## src/rtl/seq_divider8.sv

```systemverilog
// Sequential restoring divider: one quotient bit per clock, MSB first.
// Results are registered and held from the done pulse until the next accepted start.
module seq_divider8 #(
  parameter int WIDTH = 8
) (
  input  logic             clk,
  input  logic             reset,
  input  logic             start,
  input  logic [WIDTH-1:0] dividend,
  input  logic [WIDTH-1:0] divisor,
  output logic             busy,
  output logic             done,
  output logic [WIDTH-1:0] quotient,
  output logic [WIDTH-1:0] remainder,
  output logic             div_by_zero
);

  localparam int CW = $clog2(WIDTH + 1);

  typedef enum logic [1:0] {
    IDLE = 2'd0,
    RUN  = 2'd1,
    DONE = 2'd2
  } state_t;

  state_t           state_r;
  logic [WIDTH-1:0] dvd_r;
  logic [WIDTH-1:0] dvs_r;
  logic [WIDTH-1:0] part_r;
  logic [CW-1:0]    count_r;

  logic [WIDTH:0]   shifted_s;
  logic [WIDTH:0]   trial_s;
  logic [WIDTH-1:0] next_part_s;
  logic             q_bit_s;

  // One restoring step; the subtract is WIDTH+1 wide, so its MSB is the borrow.
  always_comb begin
    shifted_s = {part_r, dvd_r[WIDTH-1]};
    trial_s   = shifted_s - {1'b0, dvs_r};
    if (!trial_s[WIDTH]) begin
      q_bit_s     = 1'b1;
      next_part_s = trial_s[WIDTH-1:0];
    end else begin
      q_bit_s     = 1'b0;
      next_part_s = shifted_s[WIDTH-1:0];
    end
  end

  // FSM, datapath and registered outputs.
  always_ff @(posedge clk) begin
    if (reset) begin
      state_r     <= IDLE;
      dvd_r       <= {WIDTH{1'b0}};
      dvs_r       <= {WIDTH{1'b0}};
      part_r      <= {WIDTH{1'b0}};
      count_r     <= {CW{1'b0}};
      busy        <= 1'b0;
      done        <= 1'b0;
      quotient    <= {WIDTH{1'b0}};
      remainder   <= {WIDTH{1'b0}};
      div_by_zero <= 1'b0;
    end else begin
      case (state_r)
        IDLE: begin
          done <= 1'b0;
          if (start) begin
            if (divisor == {WIDTH{1'b0}}) begin
              quotient    <= {WIDTH{1'b1}};
              remainder   <= dividend;
              div_by_zero <= 1'b1;
              busy        <= 1'b0;
              done        <= 1'b1;
              state_r     <= DONE;
            end else begin
              dvd_r       <= dividend;
              dvs_r       <= divisor;
              part_r      <= {WIDTH{1'b0}};
              count_r     <= CW'(WIDTH);
              div_by_zero <= 1'b0;
              busy        <= 1'b1;
              state_r     <= RUN;
            end
          end
        end
        RUN: begin
          // Quotient bits shift into the vacated dividend LSBs.
          part_r  <= next_part_s;
          dvd_r   <= {dvd_r[WIDTH-2:0], q_bit_s};
          count_r <= count_r - CW'(1);
          if (count_r == CW'(1)) begin
            quotient  <= {dvd_r[WIDTH-2:0], q_bit_s};
            remainder <= next_part_s;
            busy      <= 1'b0;
            done      <= 1'b1;
            state_r   <= DONE;
          end
        end
        DONE: begin
          done    <= 1'b0;
          busy    <= 1'b0;
          state_r <= IDLE;
        end
        default: begin
          busy    <= 1'b0;
          done    <= 1'b0;
          state_r <= IDLE;
        end
      endcase
    end
  end

endmodule
```

## config.mk

```make
export PLATFORM = sky130hd
export DESIGN_NAME = seq_divider8
export DESIGN_NICKNAME = d
export VERILOG_FILES = /design/src/rtl/seq_divider8.sv
export SDC_FILE = /design/constraint.sdc
export NUM_CORES = 1
export LEC_CHECK = 0
export BUFFER_PORTS_ARGS = -buffer_cell sky130_fd_sc_hd__buf_2
export CAP_MARGIN = 30
export CORE_AREA = 2 2 67 69
export DETAILED_ROUTE_END_ITERATION = 8
export DIE_AREA = 0 0 69 71
export GPL_ROUTABILITY_DRIVEN = 0
export PLACE_DENSITY = 0.82
export RECOVER_POWER = 25
export SLEW_MARGIN = 20
export SYNTH_ARGS = -nofsm -noshare
export SYNTH_HDL_FRONTEND = slang
export SYNTH_SLANG_ARGS = --single-unit
export TNS_END_PERCENT = 20
```

## constraint.sdc

```tcl
create_clock -name clk -period 5.6 [get_ports clk]
set_input_delay 0.56 -clock clk [delete_from_list [all_inputs] [get_ports clk]]
set_output_delay 0.56 -clock clk [all_outputs]
set_load 0.1 [all_outputs]
```

==> flow_metrics.py, run 1 <==
metrics = {
    "power_and_ir_drop": {
        "p_per_area_nw_per_um2": 415,
        "p_int_uw": 635,
        "ir_drop_mv": 0.247,
        "total_power_uw": 1120,
        "swShare_pct": 43.3,
        "sequentialPowerShare_pct": 38.5,
        "power_frac_clock_pct": 17.8,
        "power_switching_uw": 486,
        "p_comb_share_pct": 43.7,
        "p_leak_uw": 0.00104,
    },
    "die": {
        "die_area_um2": 4900,
        "num_rows": 24,
        "ioPinCount": 38,
        "die_w_um": 69,
        "chipHeight_um": 71,
        "initial_utilization_pct": 58.3,
        "coreArea_um2": 4200,
    },
    "worst_setup_path": {
        "worstReg2RegEnd": "remainder[3]",
        "startpoint_type": "flop",
        "cp-endpoint": "remainder[3]",
        "critPathKind": "reg -> reg",
        "r2r-start": "dvd_r[7]",
        "path_max_fanout": 19,
        "timing.reg2reg.setup_slack_ps": 2680,
        "critPathLaunch": "dvd_r[7]",
        "r2r_cells": 10,
        "crit_path_end_kind": "flop",
        "worstPathRequired_ps": 5750,
        "arrival_ps": 3070,
    },
    "flow_run": {
        "max-cap-violations": 0,
    },
    "global_routing": {
        "grt_start_max_net_pins": 50,
        "grt_util_met2_pct": 35.7,
        "grt_pass1_vias": 1874,
        "top_usage_layer": "met2",
        "antenna_found_initial": 0,
        "globalRouteMet1Util_pct": 28.0,
        "grt_usage_pct": 21.6,
        "grt-ovfl-total": 0,
        "gr-usage-met3_pct": 4.99,
        "grt_pass1_wl_um": 8540,
    },
    "clock_network": {
        "ctsResizeCount": 0,
        "htreeDepth": 2,
        "cts_buffer_depth": 2,
        "insertion_delay_ps": 300,
        "cts.clk_slew.worst_paths_ps": 80,
        "numCtsBuffers": 5,
        "postCtsSetupRepairBufs": 0,
        "cts_num_sinks": 49,
        "clockRootBuffer": "clkbuf_8",
        "cts_hold_buffers": 0,
        "cts_tree": "done",
    },
    "layout": {
        "diodes": 0,
        "fillers": 384,
        "drive_above_1_share_pct": 12.3,
        "nNetsFinal": 356,
        "final_util_pct": 64.3,
        "fin_area_um2": 2700,
        "layoutNonFillerInstCount": 378,
        "syn_to_final_growth_pct": 10.2,
    },
    "placed_design": {
        "post-place-cells": 371,
        "hpwlAfterDp_um": 3740,
        "portBuffers": 37,
        "place_area_um2": 2640,
    },
    "sta": {
        "finalSetupTns_ps": 0,
        "maxSlewViolCount": 0,
        "fin_crit_sh_pct": 52.2,
        "rsz0062_at_grt": "no",
        "max_freq_mhz": 342,
        "fin_crit_ps": 2920,
        "setup_violations": 0,
        "fin_worst_skew_ps": 5.89,
        "max_slew_margin_pct": 21.7,
        "hold_violations": 0,
        "tightest_slew_ps": 1180,
    },
    "yosys": {
        "synth_edf_count": 0,
        "ys_seq_area_share_pct": 40.0,
        "ys.warnings.count": 0,
        "synth.avg_cell_area_um2": 8.28,
        "synth.distinct_cells": 46,
        "netlist_area_um2": 2450,
        "ys_seq_elements": 49,
        "synthFlopType": "dfxtp_1",
        "synthArstFlopShare_pct": 0,
        "synth_cells": 296,
        "synth_fp_nets": 326,
    },
    "routing": {
        "wl_per_cell_um": 13.8,
        "first_pass_iters": 4,
        "ant_nets": 0,
        "num_vias": 2150,
        "drt_iter0_drc": 117,
        "routed_wl_um": 5230,
        "drc_errors": 0,
        "vias_per_cell": 5.69,
    },
    "outcome": {
        "status": "finished, final reports clean",
    },
    "worst_hold_path": {
        "hp-class": "reg -> reg",
        "hold_depth": 2,
    },
}
## power groups by stage
stage	sequential, µW	combinational, µW	clock [µW]
final	432	490	199
after global routing	438	533	219
after CTS	431	493	202
after detailed placement	439	490	0
after global placement	438	481	0
after floorplan	546	310	0
## cell usage in the layout (no fill, tap or decap), types with 3 or more instances in the layout
cell type	count
nor2_1	61
dfxtp_1	49
nand2_1	28
buf_2	22
clkbuf_1	16
a21oi_1	15
inv_1	14
a311oi_1	14
o21ai_0	11
a211oi_1	10
nor3_1	10
ha_1	10
mux2i_1	9
a31oi_1	7
clkbuf_8	5
xnor2_1	4
o21a_1	3
buf_4	3
## per-layer routing
layer	up-vias	part of all wire, %
met3	8	5.7
met1	967	45
met5	-	0
met4	0	1.7
met2	62	48
li1	1113	-
## worst max-delay path, stage by stage (launching register included)
cell and delay [ps]:
dfxtp_1 330, inv_1 60, ha_1 160, inv_1 60, fa_1 410, a211oi_2 280, o21ai_2 130, a221oi_4 710
a2111oi_0 160, a31oi_1 310, a311oi_1 150
## stage by stage
step / hold WS (ps) / setup WS [ps]
finish: 497 / 2680
global route: 511 / 2490
CTS: 497 / 2710
detailed placement: 479 / 2750
global placement: 467 / 2820
floorplan: 453 / 3140
## registers in the layout (all words and copies together) (netlist names)
register / count
quotient: 8
state_r: 2
div_by_zero: 1
done: 1
busy: 1
dvs_r: 8
part_r: 8
remainder: 8
count_r: 4
dvd_r: 8
## cells in the mapped netlist (all sizes together) (3+ instances only)
library cell,n,area [µm²]
nor2,62,238
dfxtp,49,981
nand2,28,105
a21oi,15,75.1
a311oi,14,123
inv,14,52.6
o21ai,13,68.8
a211oi,11,87.6
ha,10,125
nor3,10,50.1
buf,9,52.6
mux2i,9,90.1
clkbuf,8,30.0
a31oi,7,43.8
xnor2,4,35.0
nor4,3,25.0
o21a,3,22.5
## worst min path at each step
stage                        to  slack [ps]        start
floorplan             part_r[1]         450    part_r[1]
global placement    div_by_zero         470  div_by_zero
detailed placement  div_by_zero         480  div_by_zero
CTS                   part_r[3]         500    part_r[3]
global route           dvs_r[2]         510   divisor[2]
finish              div_by_zero         500  div_by_zero
## kinds of logic after synthesis
group	share of synthesized area, %
and+or+nand+nor	20.2
AOI/OAI and AO/OA	22.4
DFF	40.0
buffers and inverters	5.51
adders and majority gates	5.92
muxes	4.13
xor gates and xnor gates	1.79
## area by class of cell
class | count | area, µm² | area share (%)
Sequential cell | 49 | 981 | 36.3
Inverter | 14 | 52.6 | 1.95
Tap cell | 52 | 65.1 | 2.41
Multi-Input combinational cell | 216 | 1330 | 49.3
Clock buffer | 6 | 72.6 | 2.69
Clock inverter | 1 | 8.76 | 0.324
Timing Repair Buffer | 40 | 189 | 6.99
Power figures use the tool's default switching activity.
==> run 2: changes to the inputs <==
--- a/config.mk
+++ b/config.mk
@@ -7,11 +7,11 @@
 export LEC_CHECK = 0
 export BUFFER_PORTS_ARGS = -buffer_cell sky130_fd_sc_hd__buf_2
 export CAP_MARGIN = 30
-export CORE_AREA = 2 2 67 69
+export CORE_AREA = 2 2 73 75
 export DETAILED_ROUTE_END_ITERATION = 8
-export DIE_AREA = 0 0 69 71
+export DIE_AREA = 0 0 75 77
 export GPL_ROUTABILITY_DRIVEN = 0
-export PLACE_DENSITY = 0.82
+export PLACE_DENSITY = 0.74
 export RECOVER_POWER = 25
 export SLEW_MARGIN = 20
 export SYNTH_ARGS = -nofsm -noshare
==> constraint.sdc (replaced) <==
create_clock -name clk -period 2.4 [get_ports clk]
set_input_delay 0.24 -clock clk [delete_from_list [all_inputs] [get_ports clk]]
set_output_delay 0.24 -clock clk [all_outputs]
set_load 0.1 [all_outputs]
==> flow_metrics.py, run 2 (synthesis results as in run 1) <==
metrics = {
    "die": {
        "chipHeight_um": 77,
        "die_area_um2": 5780,
        "ioPinCount": 38,
        "die_w_um": 75,
        "num_rows": 26,
        "coreArea_um2": 4980,
        "initial_utilization_pct": 49.2,
    },
    "layout": {
        "drive_above_1_share_pct": 20.0,
        "layout_common_cells": "nor2_1, dfxtp_1, nand2_1",
        "syn_to_final_growth_pct": 19.0,
        "final_util_pct": 58.6,
        "diodes": 0,
        "fillers": 478,
        "final_common_cell": "nor2_1",
        "nNetsFinal": 369,
    },
    "worst_setup_path": {
        "startpoint_type": "flop",
        "crit_path_end_kind": "flop",
        "critPathKind": "reg -> reg",
        "path_max_fanout": 5,
        "worstPathRequired_ps": 2590,
        "r2r_cells": 10,
        "arrival_ps": 2590,
    },
    "outcome": {
        "status": "finished, final reports clean",
    },
    "sta": {
        "fin_crit_ps": 2400,
        "fin_worst_skew_ps": 11.3,
        "max_freq_mhz": 417,
        "setup_violations": 0,
        "tightest_slew_ps": 1170,
        "hold_violations": 0,
        "maxSlewViolCount": 0,
        "max_slew_margin_pct": 22.4,
        "fin_crit_sh_pct": 100,
        "finalWorstSetupSlack_ps": 0.201,
        "rsz0062_at_grt": "yes",
    },
    "routing": {
        "routed_wl_um": 5520,
        "wl_per_cell_um": 13.5,
        "num_vias": 2210,
        "drt_iter0_drc": 151,
        "ant_nets": 0,
        "drc_errors": 0,
        "vias_per_cell": 5.39,
        "first_pass_iters": 4,
    },
    "global_routing": {
        "grt_start_max_net_pins": 31,
        "grt_pass1_vias": 2111,
        "grt-ovfl-total": 0,
        "antenna_found_initial": 0,
        "grt_usage_pct": 20.3,
        "grt_pass1_wl_um": 9400,
    },
    "power_and_ir_drop": {
        "power_frac_clock_pct": 18.5,
        "swShare_pct": 41.3,
        "ir_drop_mv": 0.518,
        "power_switching_uw": 1200,
        "p_int_uw": 1710,
        "sequentialPowerShare_pct": 34.8,
        "p_leak_uw": 0.00114,
        "p_comb_share_pct": 46.7,
        "p_per_area_nw_per_um2": 997,
    },
    "placed_design": {
        "hpwlAfterDp_um": 4030,
        "dpl_worst_slack_ps": -61.8,
        "portBuffers": 37,
    },
    "clock_network": {
        "clockRootBuffer": "clkbuf_8",
        "insertion_delay_ps": 300,
        "cts_buffer_depth": 2,
        "numCtsBuffers": 5,
        "cts.clk_slew.worst_paths_ps": 90,
        "htreeDepth": 2,
        "cts_tree": "done",
        "cts_num_sinks": 49,
        "cts_hold_buffers": 0,
    },
    "worst_hold_path": {
        "hp-class": "in -> reg",
        "hold_depth": 3,
    },
    "flow_run": {
        "max-cap-violations": 0,
    },
}
## run 2: critical path, cell delays in order (launching register included)
cell and delay (ps):
dfxtp_2 330, inv_2 60, ha_4 130, inv_2 30, fa_2 360, a211oi_4 270
o21ai_2 110, a221oi_4 330, buf_6 160, mux2_4 290, a22o_1 220
## run 2: area by class of cell
class                           instances  area (µm²)  share of cell area, %
Multi-Input combinational cell        216        1380                   47.2
Sequential cell                        49         983                   33.7
Timing Repair Buffer                   53         310                   10.6
Clock buffer                            7        96.3                   3.30
Tap cell                               70        87.6                   3.00
Inverter                               14        52.6                   1.80
Clock inverter                          1        8.76                  0.300
## run 2: power groups by stage
stage	clock network, µW	logic [µW]	registers, µW
after CTS	555	1320	1010
after global placement	0	1250	1020
after floorplan	0	739	1270
final	539	1360	1010
after detailed placement	0	1270	1030
after global routing	593	1470	1030
## run 2: path summary, 6_finish.rpt
| check | startpoint | slack [ps] | endpoint |
|---|---|---|---|
| min reg2reg | part_r[1] | 500 | part_r[1] |
| min | divisor[2] | 180 | dvs_r[2] |
| max | dvd_r[7] | 0.2 | part_r[7] |
| max reg2reg | dvd_r[7] | 0.2 | part_r[7] |
## run 2: stage by stage
stage                     setup TNS (ps)  total power, µW  area (µm²)  hold WS [ps]  cells
after floorplan                        0             2010        2460           387    296
after global placement             -9.19             2270        2770           473    400
after detailed placement            -119             2290        2770           478    400
after CTS                              0             2880        2890           178    409
after global routing                -547             3090        2920           182    410
final                                  0             2910        2920           184    410
## run 2: metal layers
layer / share of wire, % / track usage [%] / vias to the layer above
met5: 0 / 0 / -
met4: 0.69 / 5.00 / 0
met3: 3.6 / 4.73 / 6
met1: 50 / 27.3 / 1016
li1: - / - / 1145
met2: 46 / 32.4 / 43
## run 2: timing repair
item                       CTS  global route
setup endpoints to repair    6            17
setup buffers                1             1
pin swaps                    2             5
gates resized for setup      3            10
==> run 3: changes to the inputs <==
--- a/config.mk
+++ b/config.mk
@@ -8,6 +8,7 @@
 export BUFFER_PORTS_ARGS = -buffer_cell sky130_fd_sc_hd__buf_2
 export CAP_MARGIN = 30
 export CORE_AREA = 2 2 73 75
+export CTS_BUF_LIST = sky130_fd_sc_hd__clkbuf_16
 export DETAILED_ROUTE_END_ITERATION = 8
 export DIE_AREA = 0 0 75 77
 export GPL_ROUTABILITY_DRIVEN = 0
==> flow_metrics.py, run 3 (synthesis results as in run 1) <==
metrics = {
    "sta": {
        "fin_crit_ps": 2430,
        "fin_crit_sh_pct": 101,
        "rsz0062_at_grt": "yes",
        "tightest_slew_ps": 1170,
        "whs_ps": 197,
        "finalWorstSetupSlack_ps": -33.1,
        "fin_worst_skew_ps": 5.36,
        "max_slew_margin_pct": 22.4,
        "maxSlewViolCount": 0,
        "max_freq_mhz": 411,
        "finalSetupTns_ps": -33.1,
        "setup_violations": 1,
        "hold_violations": 0,
    },
    "power_and_ir_drop": {
        "swShare_pct": 40.7,
        "power_switching_uw": 1280,
        "ir_drop_mv": 0.489,
        "p_leak_uw": 0.00117,
        "p_per_area_nw_per_um2": 1050,
        "sequentialPowerShare_pct": 32.2,
        "power_frac_clock_pct": 21.8,
        "p_int_uw": 1870,
        "p_comb_share_pct": 46.0,
    },
    "global_routing": {
        "grt-ovfl-total": 0,
        "grt_start_max_net_pins": 31,
        "grt_pass1_wl_um": 9560,
        "grt_pass1_vias": 2131,
        "antenna_found_initial": 0,
        "grt_usage_pct": 20.9,
    },
    "placed_design": {
        "hpwlAfterDp_um": 4030,
        "place_area_um2": 2770,
        "dpl_worst_slack_ps": -61.8,
        "portBuffers": 37,
    },
    "worst_hold_path": {
        "hold_depth": 3,
        "hp-class": "in -> reg",
    },
    "worst_setup_path": {
        "startpoint_type": "flop",
        "crit_path_end_kind": "flop",
        "r2r_cells": 10,
        "critPathKind": "reg -> reg",
        "max_stage_delay_ps": 360,
        "cp_slowest_cell": "fa_2",
        "arrival_ps": 2610,
        "worstPathRequired_ps": 2580,
        "critical_path.most_common_cell": "inv_2",
        "path_max_fanout": 5,
        "path_cells": "inv_2 > ha_4 > inv_2 > fa_2 > a211oi_4 > o21ai_2 > a221oi_4 > buf_6 > mux2_4 > a22o_1",
    },
    "die": {
        "initial_utilization_pct": 49.2,
        "ioPinCount": 38,
        "num_rows": 26,
        "chipHeight_um": 77,
        "die_area_um2": 5780,
        "die_w_um": 75,
        "coreArea_um2": 4980,
    },
    "clock_network": {
        "cts_hold_buffers": 0,
        "cts_num_sinks": 49,
        "numCtsBuffers": 5,
        "cts.clk_slew.worst_paths_ps": 60,
        "insertion_delay_ps": 290,
        "clockRootBuffer": "clkbuf_16",
        "cts_tree": "done",
        "htreeDepth": 2,
        "cts_buffer_depth": 2,
    },
    "layout": {
        "syn_to_final_growth_pct": 22.5,
        "layout_common_cells": "nor2_1, dfxtp_1, nand2_1",
        "final_common_cell": "nor2_1",
        "diodes": 0,
        "fin_area_um2": 3000,
        "drive_above_1_share_pct": 20.8,
        "nNetsFinal": 371,
    },
    "routing": {
        "ant_nets": 0,
        "routed_wl_um": 5750,
        "drc_errors": 0,
        "num_vias": 2239,
        "wl_per_cell_um": 13.9,
        "first_pass_iters": 4,
        "drt_iter0_drc": 127,
        "vias_per_cell": 5.43,
    },
    "flow_run": {
        "max-cap-violations": 0,
    },
    "outcome": {
        "status": "finished with violations",
        "violations": "setup timing",
    },
}
==> run 3: cell types whose count changed in the layout (fill, tap and decap cells not counted), sizes merged <==
| cell | before | now |
|---|---|---|
| buf | 41 | 43 |
| clkbuf | 19 | 17 |
| clkinv | 0 | 2 |
==> run 3: cell type report <==
cell class / instances / area (µm²)
Clock buffer: 5 / 125
Fill cell: 457 / 1980
Tap cell: 70 / 87.6
Sequential cell: 49 / 983
Timing Repair Buffer: 55 / 327
Multi-Input combinational cell: 216 / 1410
Inverter: 14 / 52.6
Clock inverter: 3 / 16.3
==> run 3: what timing repair did <==
action / 4_1_cts / 5_1_grt
cloned: 0 / 1
resized for setup: 4 / 15
endpoints found under the setup margin: 9 / 16
pin swaps: 2 / 5
buffers inserted: 1 / 2
hold endpoints to repair: 0 / 0
==> run 3: critical path, delay by kind of cell, from the launching register on <==
kind	cells	cell delay (ps)
AO/OA/AOI/OAI	4	960
adder cells (fa/ha/maj)	2	490
flip-flops	1	320
multiplexers	1	290
buffers and inverters	3	260
==> run 3: power groups by stage <==
stage          combinational (µW)  sequential [µW]  clock (µW)
3_5_place_dp                 1270             1030           0
4_1_cts                      1330             1010         694
2_1_floorplan                 739             1270           0
6_report                     1450             1010         685
3_3_place_gp                 1250             1020           0
5_1_grt                      1560             1030         732
==> run 3: per-layer routing <==
layer / track usage, % / share of wire, % / up-vias
li1: - / - / 1149
met5: 0 / 0 / -
met4: 8.04 / 1.9 / 0
met3: 4.47 / 3.8 / 14
met1: 27.7 / 49 / 1028
met2: 32.8 / 46 / 48
==> run 3: stage by stage <==
| stage | power [µW] | utilization (%) | cells |
|---|---|---|---|
| after floorplan | 2010 | - | 296 |
| after global placement | 2270 | 55.6 | 400 |
| after detailed placement | 2290 | 55.6 | 400 |
| after CTS | 3030 | 58.9 | 409 |
| after global routing | 3320 | 60.3 | 412 |
| final | 3140 | 60.3 | 412 |
==> run 3: worst paths after layout <==
check	start	endpoint	slack (ps)
setup reg to reg	dvd_r[7]	part_r[7]	-30
hold / removal	divisor[2]	dvs_r[2]	200
hold reg to reg	div_by_zero	div_by_zero	490
setup / recovery	dvd_r[7]	part_r[7]	-30
